`src/rtl/fpu_result_queue.sv`:
```
// Result FIFO behind the single-precision add/sub datapath, with sticky exception status.
// Optional saturating overflow/underflow event counters enabled by defining FPU_RQ_EVENT_CNT_EN.
module fpu_result_queue #(
    parameter int unsigned DEPTH = 4,
    parameter int unsigned CNT_W = 8
) (
    input  logic                    i_clk,
    input  logic                    i_rst_n,
    input  logic                    i_valid,
    output logic                    o_ready,
    input  logic [31:0]             i_32_s,
    input  logic                    i_ov_flag,
    input  logic                    i_un_flag,
    output logic                    o_valid,
    input  logic                    i_ready,
    output logic [31:0]             o_32_s,
    output logic                    o_ov_flag,
    output logic                    o_un_flag,
    input  logic                    i_flush,
    input  logic                    i_sticky_clr,
    output logic                    o_sticky_ov,
    output logic                    o_sticky_un,
    output logic [$clog2(DEPTH):0]  o_count,
    output logic [CNT_W-1:0]        o_ov_cnt,
    output logic [CNT_W-1:0]        o_un_cnt
);

    localparam int unsigned PW = $clog2(DEPTH);
    localparam int unsigned CW = PW + 1;

    logic [33:0]   mem_q [DEPTH];
    logic [PW-1:0] wr_ptr_q, wr_ptr_d;
    logic [PW-1:0] rd_ptr_q, rd_ptr_d;
    logic [CW-1:0] count_q, count_d;
    logic [33:0]   head_q, head_d;
    logic          sticky_ov_q, sticky_ov_d;
    logic          sticky_un_q, sticky_un_d;
    logic [33:0]   din;
    logic          full, empty, push, pop;

    assign din = {i_ov_flag, i_un_flag, i_32_s};

    always_comb begin
        full    = (count_q == CW'(DEPTH));
        empty   = (count_q == '0);
        o_ready = ~full & ~i_flush;
        o_valid = ~empty;
        push    = i_valid & o_ready;
        pop     = o_valid & i_ready & ~i_flush;
    end

    // head_q mirrors the entry at the read pointer; it holds the last popped word when empty.
    always_comb begin
        wr_ptr_d = wr_ptr_q;
        rd_ptr_d = rd_ptr_q;
        count_d  = count_q;
        head_d   = head_q;
        if (i_flush) begin
            wr_ptr_d = '0;
            rd_ptr_d = '0;
            count_d  = '0;
        end else begin
            if (push) wr_ptr_d = wr_ptr_q + PW'(1);
            if (pop)  rd_ptr_d = rd_ptr_q + PW'(1);
            count_d = count_q + CW'(push) - CW'(pop);
            if (count_d != '0) begin
                // New head is the word being written only when nothing else remains ahead of it.
                head_d = (push && (rd_ptr_d == wr_ptr_q)) ? din : mem_q[rd_ptr_d];
            end
        end
    end

    always_comb begin
        sticky_ov_d = (sticky_ov_q & ~i_sticky_clr) | (push & i_ov_flag);
        sticky_un_d = (sticky_un_q & ~i_sticky_clr) | (push & i_un_flag);
    end

    always_ff @(posedge i_clk) begin
        if (push) mem_q[wr_ptr_q] <= din;
    end

    always_ff @(posedge i_clk or negedge i_rst_n) begin
        if (!i_rst_n) begin
            wr_ptr_q    <= '0;
            rd_ptr_q    <= '0;
            count_q     <= '0;
            head_q      <= '0;
            sticky_ov_q <= 1'b0;
            sticky_un_q <= 1'b0;
        end else begin
            wr_ptr_q    <= wr_ptr_d;
            rd_ptr_q    <= rd_ptr_d;
            count_q     <= count_d;
            head_q      <= head_d;
            sticky_ov_q <= sticky_ov_d;
            sticky_un_q <= sticky_un_d;
        end
    end

    assign o_32_s      = head_q[31:0];
    assign o_un_flag   = head_q[32];
    assign o_ov_flag   = head_q[33];
    assign o_count     = count_q;
    assign o_sticky_ov = sticky_ov_q;
    assign o_sticky_un = sticky_un_q;

`ifdef FPU_RQ_EVENT_CNT_EN
    logic [CNT_W-1:0] ov_cnt_q, ov_cnt_d;
    logic [CNT_W-1:0] un_cnt_q, un_cnt_d;

    // Saturating increment; an increment coinciding with a clear yields 1.
    function automatic logic [CNT_W-1:0] cnt_next(input logic [CNT_W-1:0] cur,
                                                  input logic inc, input logic clr);
        logic [CNT_W-1:0] nxt;
        nxt = cur;
        if (inc) begin
            if (clr)       nxt = CNT_W'(1);
            else if (~&cur) nxt = cur + CNT_W'(1);
        end else if (clr) begin
            nxt = '0;
        end
        return nxt;
    endfunction

    always_comb begin
        ov_cnt_d = cnt_next(ov_cnt_q, push & i_ov_flag, i_sticky_clr);
        un_cnt_d = cnt_next(un_cnt_q, push & i_un_flag, i_sticky_clr);
    end

    always_ff @(posedge i_clk or negedge i_rst_n) begin
        if (!i_rst_n) begin
            ov_cnt_q <= '0;
            un_cnt_q <= '0;
        end else begin
            ov_cnt_q <= ov_cnt_d;
            un_cnt_q <= un_cnt_d;
        end
    end

    assign o_ov_cnt = ov_cnt_q;
    assign o_un_cnt = un_cnt_q;
`else
    assign o_ov_cnt = '0;
    assign o_un_cnt = '0;
`endif

endmodule

```
`config.mk`:
```
export PLATFORM = sky130hd
export DESIGN_NAME = fpu_result_queue
export DESIGN_NICKNAME = d
export VERILOG_FILES = /design/src/rtl/fpu_result_queue.sv
export SDC_FILE = /design/constraint.sdc
export NUM_CORES = 1
export LEC_CHECK = 0
export ABC_AREA = 1
export ABC_CLOCK_PERIOD_IN_PS = 3700
export BUFFER_PORTS_ARGS = -buffer_cell sky130_fd_sc_hd__buf_2
export CAP_MARGIN = 20
export CORE_ASPECT_RATIO = 0.5
export CORE_MARGIN = 8
export CORE_UTILIZATION = 40
export DETAILED_ROUTE_END_ITERATION = 12
export GPL_TIMING_DRIVEN = 0
export PLACE_DENSITY = 0.56
export SYNTH_ARGS = -nofsm -noshare
export SYNTH_HDL_FRONTEND = slang
export SYNTH_SLANG_ARGS = --single-unit
```
`constraint.sdc`:
```
create_clock -name i_clk -period 3.7 [get_ports i_clk]
set_clock_uncertainty 0.1 [all_clocks]
set_input_delay 0 -clock i_clk [delete_from_list [all_inputs] [get_ports i_clk]]
set_output_delay 0 -clock i_clk [all_outputs]
set_load 0.02 [all_outputs]
```
==> metrics.md, run 1 <==
| Metric | Value |
|---|---|
| Area after DPL | 8830 sq um |
| Buffers on Ports | approximately 80 |
| Stages on worst setup path | 16 |
| Synth Instances | 752 |
| Outcome | finished, final reports clean |
| Worst-margin pin slew | 0.742 ns |
| R2R cell count | 16 |
| Worst Setup SP | o_count[1] |
| RR Endpoint | head_q[29] |
| Post-synthesis sequential area ratio | 65.2% |
| Yosys reg bits | 179 |
| Area Overhead vs Synth | 24.9% |
| Starting DRT DRC Count | 393 |
| Worst setup endpoint | head_q[29] |
| F_max | 293 MHz |
| Post-Route Setup TNS | 0 ns |
| Slew Limit Fails | 0 |
| Synth cell types | 31 |
| Flop-to-flop setup slack | 0.29 ns |
| Leading area contributor after synthesis | edfxtp_1 |
| Final core area utilization | 50.9% |
| Core area | 19400 sq um |
| Clock root buffer | clkbuf_16 |
| Leakage | 4.33 nW |
| Crit-path cells | nor2_2 > nand2_1 > nand2_1 > nor2_2 > inv_4 > ha_1 > inv_1 > ha_1 > inv_1 > fa_1 > xnor2_1 > xor2_1 > a31oi_4 > clkbuf_2 > nand3_1 > nand2_1 |
| Die width | 215 microns |
| Number of clock sinks | 179 |
| CP Buf/Inv Count | 4 |
| Slew HR | 50.4% |
| Ant diodes | 0 |
| Final #Nets | ~960 |
| P per Cell Area | 720 nW/um^2 |
| Remaining antenna violation count | 0 |
| Critical R2R Launch | o_count[1] |
| Remaining Overflow, GRT | 0 |
| Largest net degree at the start of global routing | 34 |
| Dominant cell by count in the synthesized netlist | nand2_1 |
| Fin area | ~9900 sq um |
| Initial antenna violation count | 0 |
| FP Rows | 36 |
| Final RePlAce weighted congestion | 0.753 |
| Crit end category | flop |
| Worst EP arrival | 3.68 ns |
| Period utilisation layout | 92.2% |
| Critical Path Max Stage Delay | 0.45 ns |
| Vias | 5808 |
| Post-layout total power | 7.12 mW |
| CTS tree | yes |
| Setup Viol. Count Final | 0 |
| Synth Warn # | 0 |
| Leading post-synthesis cells by cell area | edfxtp_1, dfrtp_1, nand3_1 |
| Clock latency on the worst-skew pair | 0.43 ns |
| Logic gate share of total power | a little under two fifths |
| Seq pwr share | 36.8% |
| WS Path Type | flop to flop |
| Commonest cells post-synth | nand2_1, nand3_1, edfxtp_1 |
| Die H | roughly 120 microns |
| Total wire length | about 21 mm |
| CP max FO | 10 |
| P_int | 4.40 mW |
| Detailed-route DRC error count | 0 |
| Global-route usage over all layers | between 10% and 20% |
| Req. time, crit path | 3.97 ns |
| Switching pwr | 2.72 mW |
| DP Wirelength | 13.5 mm |
| Proportion of layout cells with a drive suffix above 1 | 21.0% |
| Post-Syn Area per Cell | 10.5 sq um |
| Drt pass-1 iters | 5 |
| Post-synth top area share | approximately half |
| Routed WL per cell | roughly 18 microns |
| Die ar. | 24800 sq um |
| Clock slew at reported path FFs | 0.07 ns |
| Critical path's slowest cell | dfrtp_1 |
| Initial Utilization | 40.8% |
| # H-tree levels | 4 |
| Sw frac | roughly two fifths |
| Async set or reset register ratio after synthesis | between 20 and 25% |
| Drt via density | 4.88 |
| Tmin final | 3.41 ns |
| Number of global-route vias before repair | around 6000 |
| CP top delay family | adder cells |
| Fin. Hold Viols | 0 |
| Peak VDD IR | 0.000436 V |
| Startpoint class of the critical path | flop |
| Number of I/O pins | 97 |
| Min-delay worst type | input pin to async pin |
| Post-synth top flop | edfxtp_1 |
| Post-synth EDFFs | around 140 |
| Most frequent CP cell | nand2_1 |
| First-pass GRT wire length | 32.9 mm |
| Max_cap viols | 0 |
| Clk network pwr share | 26.3% |
| Num CTS Buffers | 17 |
| Fill cells | 1762 |
| CTS max path bufs | 2 |
| Synthesized area | ~7900 sq um |
| Setup repair after global routing missed its margin | no |
how the worst min path moves through the flow:
stage / start / to / slack, ns / cells after the start
after floorplan: i_rst_n / head_q[0] / -0.40 / 0
after global placement: i_sticky_clr / o_sticky_ov / 0.10 / 2
after detailed placement: i_rst_n / head_q[29] / -0.17 / 1
after CTS: i_rst_n / o_count[0] / 0.02 / 3
after global routing: i_rst_n / o_count[2] / 0.03 / 3
final: i_rst_n / o_count[2] / 0.01 / 3
per-stage QoR:
stage / worst slack, ns / std cells / hold WS [ns]
after floorplan: 0.421 / 767 / -0.396
after global placement: -0.844 / 1112 / 0.103
after detailed placement: -0.639 / 1117 / -0.174
after CTS: 0.0213 / 1190 / 0.0163
after global routing: 0.0474 / 1191 / 0.0321
final: 0.290 / 1191 / 0.0128
kinds of logic (layout without fill, tap and decap cells):
kind of cell    after synthesis  count (layout)  share of synthesized area [%]
compound gates                6               6                          0.601
fa+ha+maj                     7               7                           1.20
simple gates                442             442                           25.4
buf+inv                     114             272                           7.21
other cells                   1              16                         0.0474
xor+xnor                      3               3                          0.332
flops                       179             179                           65.2
registers in the layout, summed over array words and instances (netlist names):
| name | count |
|---|---|
| o_count | 3 |
| wr_ptr_q | 2 |
| head_q | 34 |
| mem_q | 136 |
| o_sticky_ov | 1 |
| o_sticky_un | 1 |
| rd_ptr_q | 2 |
layer usage:
layer  up-vias  global-route usage (%)  routed length, microns
li1       2834                       -                       -
met1      2794                    22.6                    9720
met2       158                    28.3                    9880
met3        22                    3.83                    1130
met4         0                    5.22                     230
met5         -                       0                       0
power by group through the flow:
stage / Combinational [mW] / Clock [mW] / Sequential (mW)
2_1_floorplan: 1.43 / 0 / 2.90
3_3_place_gp: 2.51 / 0 / 2.67
3_5_place_dp: 2.57 / 0 / 2.66
4_1_cts: 2.65 / 1.90 / 2.62
5_1_grt: 2.93 / 1.98 / 2.65
6_report: 2.63 / 1.87 / 2.62
placed cells by master (no fill, tap or decap), types with 3 or more instances in the layout:
master | synthesis | final
conb_1 | 1 | 16
nand2_2 | 6 | 6
nand2_4 | 4 | 4
dfrtp_1 | 43 | 43
clkinvlp_4 | 0 | 3
clkbuf_16 | 0 | 17
ha_1 | 6 | 6
nor2_4 | 1 | 5
clkbuf_2 | 0 | 3
inv_1 | 52 | 52
edfxtp_1 | 136 | 136
bufinv_16 | 0 | 3
buf_1 | 3 | 3
buf_12 | 0 | 4
nand2_1 | 210 | 210
dlygate4sd3_1 | 0 | 41
nand3_1 | 205 | 205
buf_6 | 5 | 5
buf_4 | 20 | 22
inv_6 | 0 | 3
buf_2 | 24 | 102
clkbuf_1 | 7 | 4
nor2_1 | 11 | 6
worst register-to-register path: stages, from the launching register on:
cell,delay [ns]
dfrtp_1,0.45
nor2_2,0.08
nand2_1,0.06
nand2_1,0.07
nor2_2,0.24
inv_4,0.13
ha_1,0.29
inv_1,0.06
ha_1,0.14
inv_1,0.05
fa_1,0.38
xnor2_1,0.15
xor2_1,0.18
a31oi_4,0.39
clkbuf_2,0.36
nand3_1,0.15
nand2_1,0.08
layout make-up:
class | count | area [sq um] | share of cell area (%)
Clock inverter | 14 | 178 | 1.80
Multi-Input combinational cell | 474 | 2280 | 23.1
Inverter | 55 | 211 | 2.14
Clock buffer | 18 | 429 | 4.34
Buffer | 59 | 374 | 3.78
Sequential cell | 179 | 5160 | 52.2
Timing Repair Buffer | 126 | 921 | 9.32
Tap cell | 266 | 333 | 3.37
repair_timing:
action | in CTS | in global routing
setup endpoints to repair | 34 | 30
setup buffers | 0 | 1
hold buffers | 41 | 0
hold endpoints to repair | 222 | 0
pin swaps | 0 | 0
gates cloned | 0 | 0
gates resized for setup | 8 | 4
Note: power is estimated with default switching activity, not from simulation.
==> inputs of run 2 (changes only) <==
Settings changed: SETUP_SLACK_MARGIN from default to 0.4.
==> run 2 against run 1 <==
Sequential power about the same. Register-to-register slack improved by 0.25 ns. Design area increased by 0.77%. Fmax increased by 8.1%. Worst setup slack improved by 0.25 ns. Clock power about the same. Hold slack got worse by 0.0064 ns. Final cell count increased by 0.42%. First-iteration DRC count decreased by 1.5%. Sequential cell count unchanged. Global-route usage about the same. Largest cell class unchanged. Largest power group unchanged. Highest routed layer unchanged.
==> metrics.md, run 2 (synthesis gave the netlist of run 1 again) <==
| Metric | Value |
|---|---|
| Sequential cell area | 5160 sq um (about the same) |
| Req. time, crit path | 3.98 ns (about the same) |
| Worst-margin pin slew | 0.746 ns (+0.00425 ns) |
| Core area | 19400 sq um (unchanged) |
| Commonest non-fill, non-tap cell in the layout | nand2_1 |
| Seq pwr share | 36.2% (-0.6 points) |
| Clk network pwr share | 25.9% (-0.4 points) |
| Fill cells | 1746 (-0.91%) |
| Die width | 215 microns (unchanged) |
| F_max | 317 MHz (+8.1%) |
| Vias | 5915 (+1.8%) |
| Area Overhead vs Synth | 25.9% |
| Number of clock sinks | 179 (unchanged) |
| Max_cap viols | 0 (unchanged) |
| Num CTS Buffers | 17 (unchanged) |
| Tmin final | 3.16 ns (-0.254 ns) |
| Fin. Hold Viols | 0 (unchanged) |
| WS Path Type | flop to flop |
| Largest net degree at the start of global routing | 34 (unchanged) |
| Min-delay worst type | input pin to async pin |
| Pre-CTS WS | -0.639 ns (unchanged) |
| Final #Nets | 964 (+0.52%) |
| Startpoint class of the critical path | flop |
| Remaining antenna violation count | 0 (unchanged) |
| Routed WL per cell | 17.7 microns (+0.38%) |
| Clock root buffer | clkbuf_16 |
| First-pass GRT wire length | 32.9 mm (unchanged) |
| Max reg flops | 136 (unchanged) |
| Total wire length | 21.1 mm (+0.80%) |
| Number of I/O pins | 97 (unchanged) |
| P per Cell Area | 726 nW/um^2 (+0.83%) |
| DP Wirelength | 13.5 mm (unchanged) |
| Logic gate share of total power | 37.9% (+1.0 points) |
| P_int | 4.48 mW (+1.8%) |
| Worst EP arrival | 3.44 ns (-0.24 ns) |
| Peak VDD IR | 0.000453 V (+3.8%) |
| Clock latency on the worst-skew pair | 0.43 ns (about the same) |
| Leakage | 4.37 nW (+0.78%) |
| Buffers on Ports | 79 (unchanged) |
| Setup repair after global routing missed its margin | no |
| CTS tree | yes |
| Post-route setup slack | 0.544 ns (+0.254 ns) |
| Initial Utilization | 40.8% (unchanged) |
| Area of the multi-input gates | 2280 sq um (+0.22%) |
| Post-layout total power | 7.23 mW (+1.6%) |
| Top reg by flops | mem_q |
| Number of global-route vias before repair | 5925 (+0.17%) |
| Sw frac | 38.0% (-0.14 points) |
| Starting DRT DRC Count | 387 (-1.5%) |
| Detailed-route DRC error count | 0 (unchanged) |
| Slew HR | 50.1% (-0.28 points) |
| Non-filler cells, final | 1196 (+0.42%) |
| Global-route usage over all layers | 17.2% (+0.029 points) |
| Die H | 115 microns (unchanged) |
| Post-Place Cells | 1117 (unchanged) |
| FP Rows | 36 (unchanged) |
| Proportion of layout cells with a drive suffix above 1 | 21.5% (+0.53 points) |
| Switching pwr | 2.75 mW (+1.2%) |
| Clock slew at reported path FFs | 0.07 ns (about the same) |
| Die ar. | 24800 sq um (unchanged) |
| Slew Limit Fails | 0 (unchanged) |
| Initial antenna violation count | 0 (unchanged) |
| Drt via density | 4.95 (+1.4%) |
| CTS max path bufs | 2 (unchanged) |
| Drt pass-1 iters | 6 (+1) |
| Crit end category | flop |
| Remaining Overflow, GRT | 0 (unchanged) |
| Setup Viol. Count Final | 0 (unchanged) |
| Outcome | finished, final reports clean |
| Final RePlAce weighted congestion | 0.753 (unchanged) |
| Ant diodes | 0 (unchanged) |
| Period utilisation layout | 85.3% (-6.9 points) |
| Final hold slack | 0.00640 ns (-0.00644 ns) |
| Most frequent cells in the layout | nand2_1, nand3_1, edfxtp_1, buf_2, inv_1 |
| CP max FO | 10 (unchanged) |
| # H-tree levels | 4 (unchanged) |
[run 2: metal layers]
| metal | routed length, microns | part of all wire [%] | GRT usage [%] |
|---|---|---|---|
| met5 | 0 | 0 | 0 |
| met4 | 246 | 1.2 | 5.41 |
| met3 | 1250 | 5.9 | 3.93 |
| met2 | 10100 | 48 | 28.5 |
| met1 | 9520 | 45 | 22.5 |
[run 2: layout make-up]
type,count,share of cell area (%)
clock inverter,14,1.78
multi-input combinational,474,22.9
sequential,179,51.8
clock buffer,18,4.31
timing repair buffer,131,9.75
buffer,59,3.93
inverter,55,2.15
tap,266,3.34
[run 2: final timing paths]
kind	start	endpoint	slack [ns]	depth (start not counted)
min reg2reg	head_q[9]	head_q[9]	0.38	2
max in group asynchronous	i_rst_n	head_q[30]	2.51	3
min in group i_clk	i_ov_flag	mem_q[3][33]	0.23	2
max reg2reg	o_count[1]	head_q[18]	0.54	18
max	o_count[1]	head_q[18]	0.54	18
min	i_rst_n	o_count[0]	0.006	3
[run 2: critical path, cell delays in order, from the launching register on]
cell and delay (ns):
dfrtp_2 0.41, nor2_2 0.06, nand2_1 0.05, nand2_1 0.09, nor2_4 0.15, clkinv_4 0.12, ha_1 0.28, inv_1 0.06
ha_1 0.14, inv_1 0.05, fa_1 0.38, xnor2_1 0.15, xor2_1 0.16, buf_4 0.15, a31oi_4 0.15, buf_12 0.15
buf_2 0.23, nand3_1 0.13, nand2_1 0.07
[run 2: metrics by stage]
stage | cell area, sq um | TNS [ns] | util, %
after floorplan | 7970 | 0 | -
after global placement | 8700 | -117.32 | 44.8
after detailed placement | 8830 | -15.81 | 45.5
after CTS | 9920 | 0 | 51.1
after global routing | 9960 | 0 | 51.3
final | 9960 | 0 | 51.3
[run 2: timing repair]
action                                 4_1_cts  5_1_grt
endpoints found under the hold margin      222        0
buffers inserted                             3        3
setup endpoints to repair                   34       30
gates resized for setup                     16        4
pin swaps                                    2        2
hold buffers                                41        0
[run 2: power by group through the flow]
stage	Combinational, mW	Sequential, mW	Clock (mW)
after detailed placement	2.57	2.66	0
final	2.74	2.62	1.87
after global placement	2.51	2.67	0
after CTS	2.70	2.63	1.90
after global routing	3.03	2.65	1.98
after floorplan	1.43	2.90	0
==> inputs of run 3 (changes only) <==
Settings changed: HOLD_SLACK_MARGIN from default to 0.1.
==> run 3 against run 2 <==
Critical path depth unchanged. Global-route usage about the same. Sequential cell count unchanged. Critical path type unchanged. First-iteration DRC count increased by 4.9%.
==> metrics.md, run 3 (synthesis gave the netlist of run 1 again) <==
| Metric | Value |
|---|---|
| Critical Path Max Stage Delay | 0.41 ns (about the same) |
| Met3 usage | 3.93% (unchanged) |
| FP Rows | 36 (unchanged) |
| Starting DRT DRC Count | 406 (+4.9%) |
| CP max FO | 10 (unchanged) |
| F_max | 317 MHz (+0.15%) |
| DP Wirelength | 13.5 mm (unchanged) |
| Ant diodes | 0 (unchanged) |
| Proportion of layout cells with a drive suffix above 1 | 21.5% (-0.023 points) |
| Fin. Hold Viols | 0 (unchanged) |
| Clock latency on the worst-skew pair | 0.43 ns (about the same) |
| CTS tree | yes |
| Critical R2R Launch | o_count[1] |
| Global routing usage on met1 | 22.5% (unchanged) |
| Crit-path cells | nor2_2 > nand2_1 > nand2_1 > nor2_4 > clkinv_4 > ha_1 > inv_1 > ha_1 > inv_1 > fa_1 > xnor2_1 > xor2_1 > buf_4 > a31oi_4 > buf_12 > buf_2 > nand3_1 > nand2_1 |
| Switching pwr | 2.74 mW (-0.27%) |
| CP Buf/Inv Count | 6 (unchanged) |
| Final RePlAce weighted congestion | 0.753 (unchanged) |
| Setup Viol. Count Final | 0 (unchanged) |
| Outcome | finished, final reports clean |
| Drt pass-1 iters | 5 (-1) |
| # H-tree levels | 4 (unchanged) |
| Number of global-route vias before repair | 5928 (+0.051%) |
| CTS max path bufs | 2 (unchanged) |
| GR Layer Usage met2 | 28.5% (+0.042 points) |
| Clk network pwr share | 25.9% (about the same) |
| Min-delay worst type | input pin to flop |
| Area Overhead vs Synth | 26.0% |
| Routed WL per cell | 17.6 microns (-0.19%) |
| Remaining antenna violation count | 0 (unchanged) |
| Worst EP arrival | 3.43 ns (about the same) |
| Drt via density | 4.91 (-0.79%) |
| Worst hold stages | 2 |
| Core area | 19400 sq um (unchanged) |
| CP top delay family | adder cells |
| RR Endpoint | head_q[18] |
| Vias | 5873 (-0.71%) |
| Largest net degree at the start of global routing | 34 (unchanged) |
| Max reg flops | 136 (unchanged) |
| Tmin final | 3.15 ns (-0.00478 ns) |
| Detailed-route DRC error count | 0 (unchanged) |
| Non-filler cells, final | 1197 (+0.084%) |
| Post-Route Setup TNS | 0 ns (unchanged) |
| Slew HR | 50.3% (+0.14 points) |
| Commonest non-fill, non-tap cell in the layout | nand2_1 |
| Max_cap viols | 0 (unchanged) |
| Post-Place Cells | 1117 (unchanged) |
| First-pass GRT wire length | 32.9 mm (about the same) |
| P_int | 4.48 mW (about the same) |
| Peak VDD IR | 0.000452 V (-0.21%) |
| Hold endpoint | mem_q[3][31] |
| Most frequent cells in the layout | nand2_1, nand3_1, edfxtp_1, buf_2, inv_1 |
| Remaining Overflow, GRT | 0 (unchanged) |
| Total wire length | 21.1 mm (-0.10%) |
| WS Path Type | flop to flop |
| Worst-margin pin slew | 0.744 ns (-0.00216 ns) |
| P per Cell Area | 725 nW/um^2 (-0.20%) |
| Logic gate share of total power | 37.9% (about the same) |
| Req. time, crit path | 3.98 ns (about the same) |
| Crit end category | flop |
| Clock root buffer | clkbuf_16 |
| Die width | 215 microns (unchanged) |
| Final #Nets | 965 (+0.10%) |
| R2R cell count | 18 (unchanged) |
| Buffers on Ports | 79 (unchanged) |
| Flop-to-flop setup slack | 0.55 ns (about the same) |
| Top reg by flops | mem_q |
| Sw frac | 38.0% (-0.068 points) |
| Seq pwr share | 36.2% (about the same) |
| Layer with the highest usage | met2 |
| Die H | 115 microns (unchanged) |
| Initial Utilization | 40.8% (unchanged) |
| Startpoint class of the critical path | flop |
| Setup repair after global routing missed its margin | no |
| Number of I/O pins | 97 (unchanged) |
| Global-route usage over all layers | 17.2% (about the same) |
| Number of clock sinks | 179 (unchanged) |
| Die ar. | 24800 sq um (unchanged) |
| Period utilisation layout | 85.2% (-0.13 points) |
| Most frequent CP cell | nand2_1 |
| Critical path's slowest cell | dfrtp_2 |
| Initial antenna violation count | 0 (unchanged) |
| Critical hold path startpoint | i_32_s[31] |
| Slew Limit Fails | 0 (unchanged) |
| Num CTS Buffers | 17 (unchanged) |
| Clock slew at reported path FFs | 0.07 ns (about the same) |
| Leakage | 4.37 nW (about the same) |
==> run 3: changes by cell type in the layout (fill, tap and decap cells not counted), sizes merged <==
cell	delta
dlygate4sd3	+1
==> run 3: worst max-delay path by stage <==
stage | start | slack [ns] | endpoint | depth (start not counted)
floorplan | o_count[1] | 0.42 | head_q[0] | 17
global placement | o_count[1] | -0.84 | mem_q[0][17] | 6
detailed placement | o_count[1] | -0.64 | head_q[3] | 17
CTS | o_count[1] | 0.43 | head_q[10] | 17
global route | o_count[1] | 0.39 | head_q[2] | 19
finish | o_count[1] | 0.55 | head_q[18] | 18
==> run 3: what timing repair did <==
action | CTS | global route
pin swaps | 2 | 2
setup buffers | 3 | 3
resized for setup | 16 | 4
hold buffers | 42 | 0
endpoints found under the setup margin | 34 | 30
endpoints found under the hold margin | 257 | 0
==> run 3: final cells by class <==
class,count,area (sq um)
fillers,1745,9440
flip-flops and latches,179,5160
multi-input cells,474,2280
repair buffers,132,981
clock buffers,18,429
plain buffers,59,392
well taps,266,333
inverters,55,214
clock inverters,14,178
==> run 3: routing by layer <==
layer	vias up	wire length [microns]	part of all wire, %
met1	2847	9740	46
li1	2848	-	-
met2	152	9950	47
met4	0	289	1.4
met3	26	1120	5.3
met5	-	0	0
==> run 3: metrics by stage <==
stage	setup slack [ns]	util [%]	total power, mW	hold slack [ns]	instance area (sq um)
2_1_floorplan	0.421	-	4.33	-0.396	7970
3_3_place_gp	-0.844	44.8	5.18	0.103	8700
3_5_place_dp	-0.639	45.5	5.24	-0.174	8830
4_1_cts	0.431	51.2	7.23	0.221	9930
5_1_grt	0.387	51.4	7.67	0.221	9970
6_report	0.549	51.4	7.23	0.234	9970
==> run 3: power by group through the flow <==
stage	Sequential, mW	Combinational, mW	Clock (mW)
CTS	2.63	2.70	1.90
global route	2.65	3.03	1.98
global placement	2.67	2.51	0
detailed placement	2.66	2.57	0
finish	2.62	2.74	1.87
floorplan	2.90	1.43	0
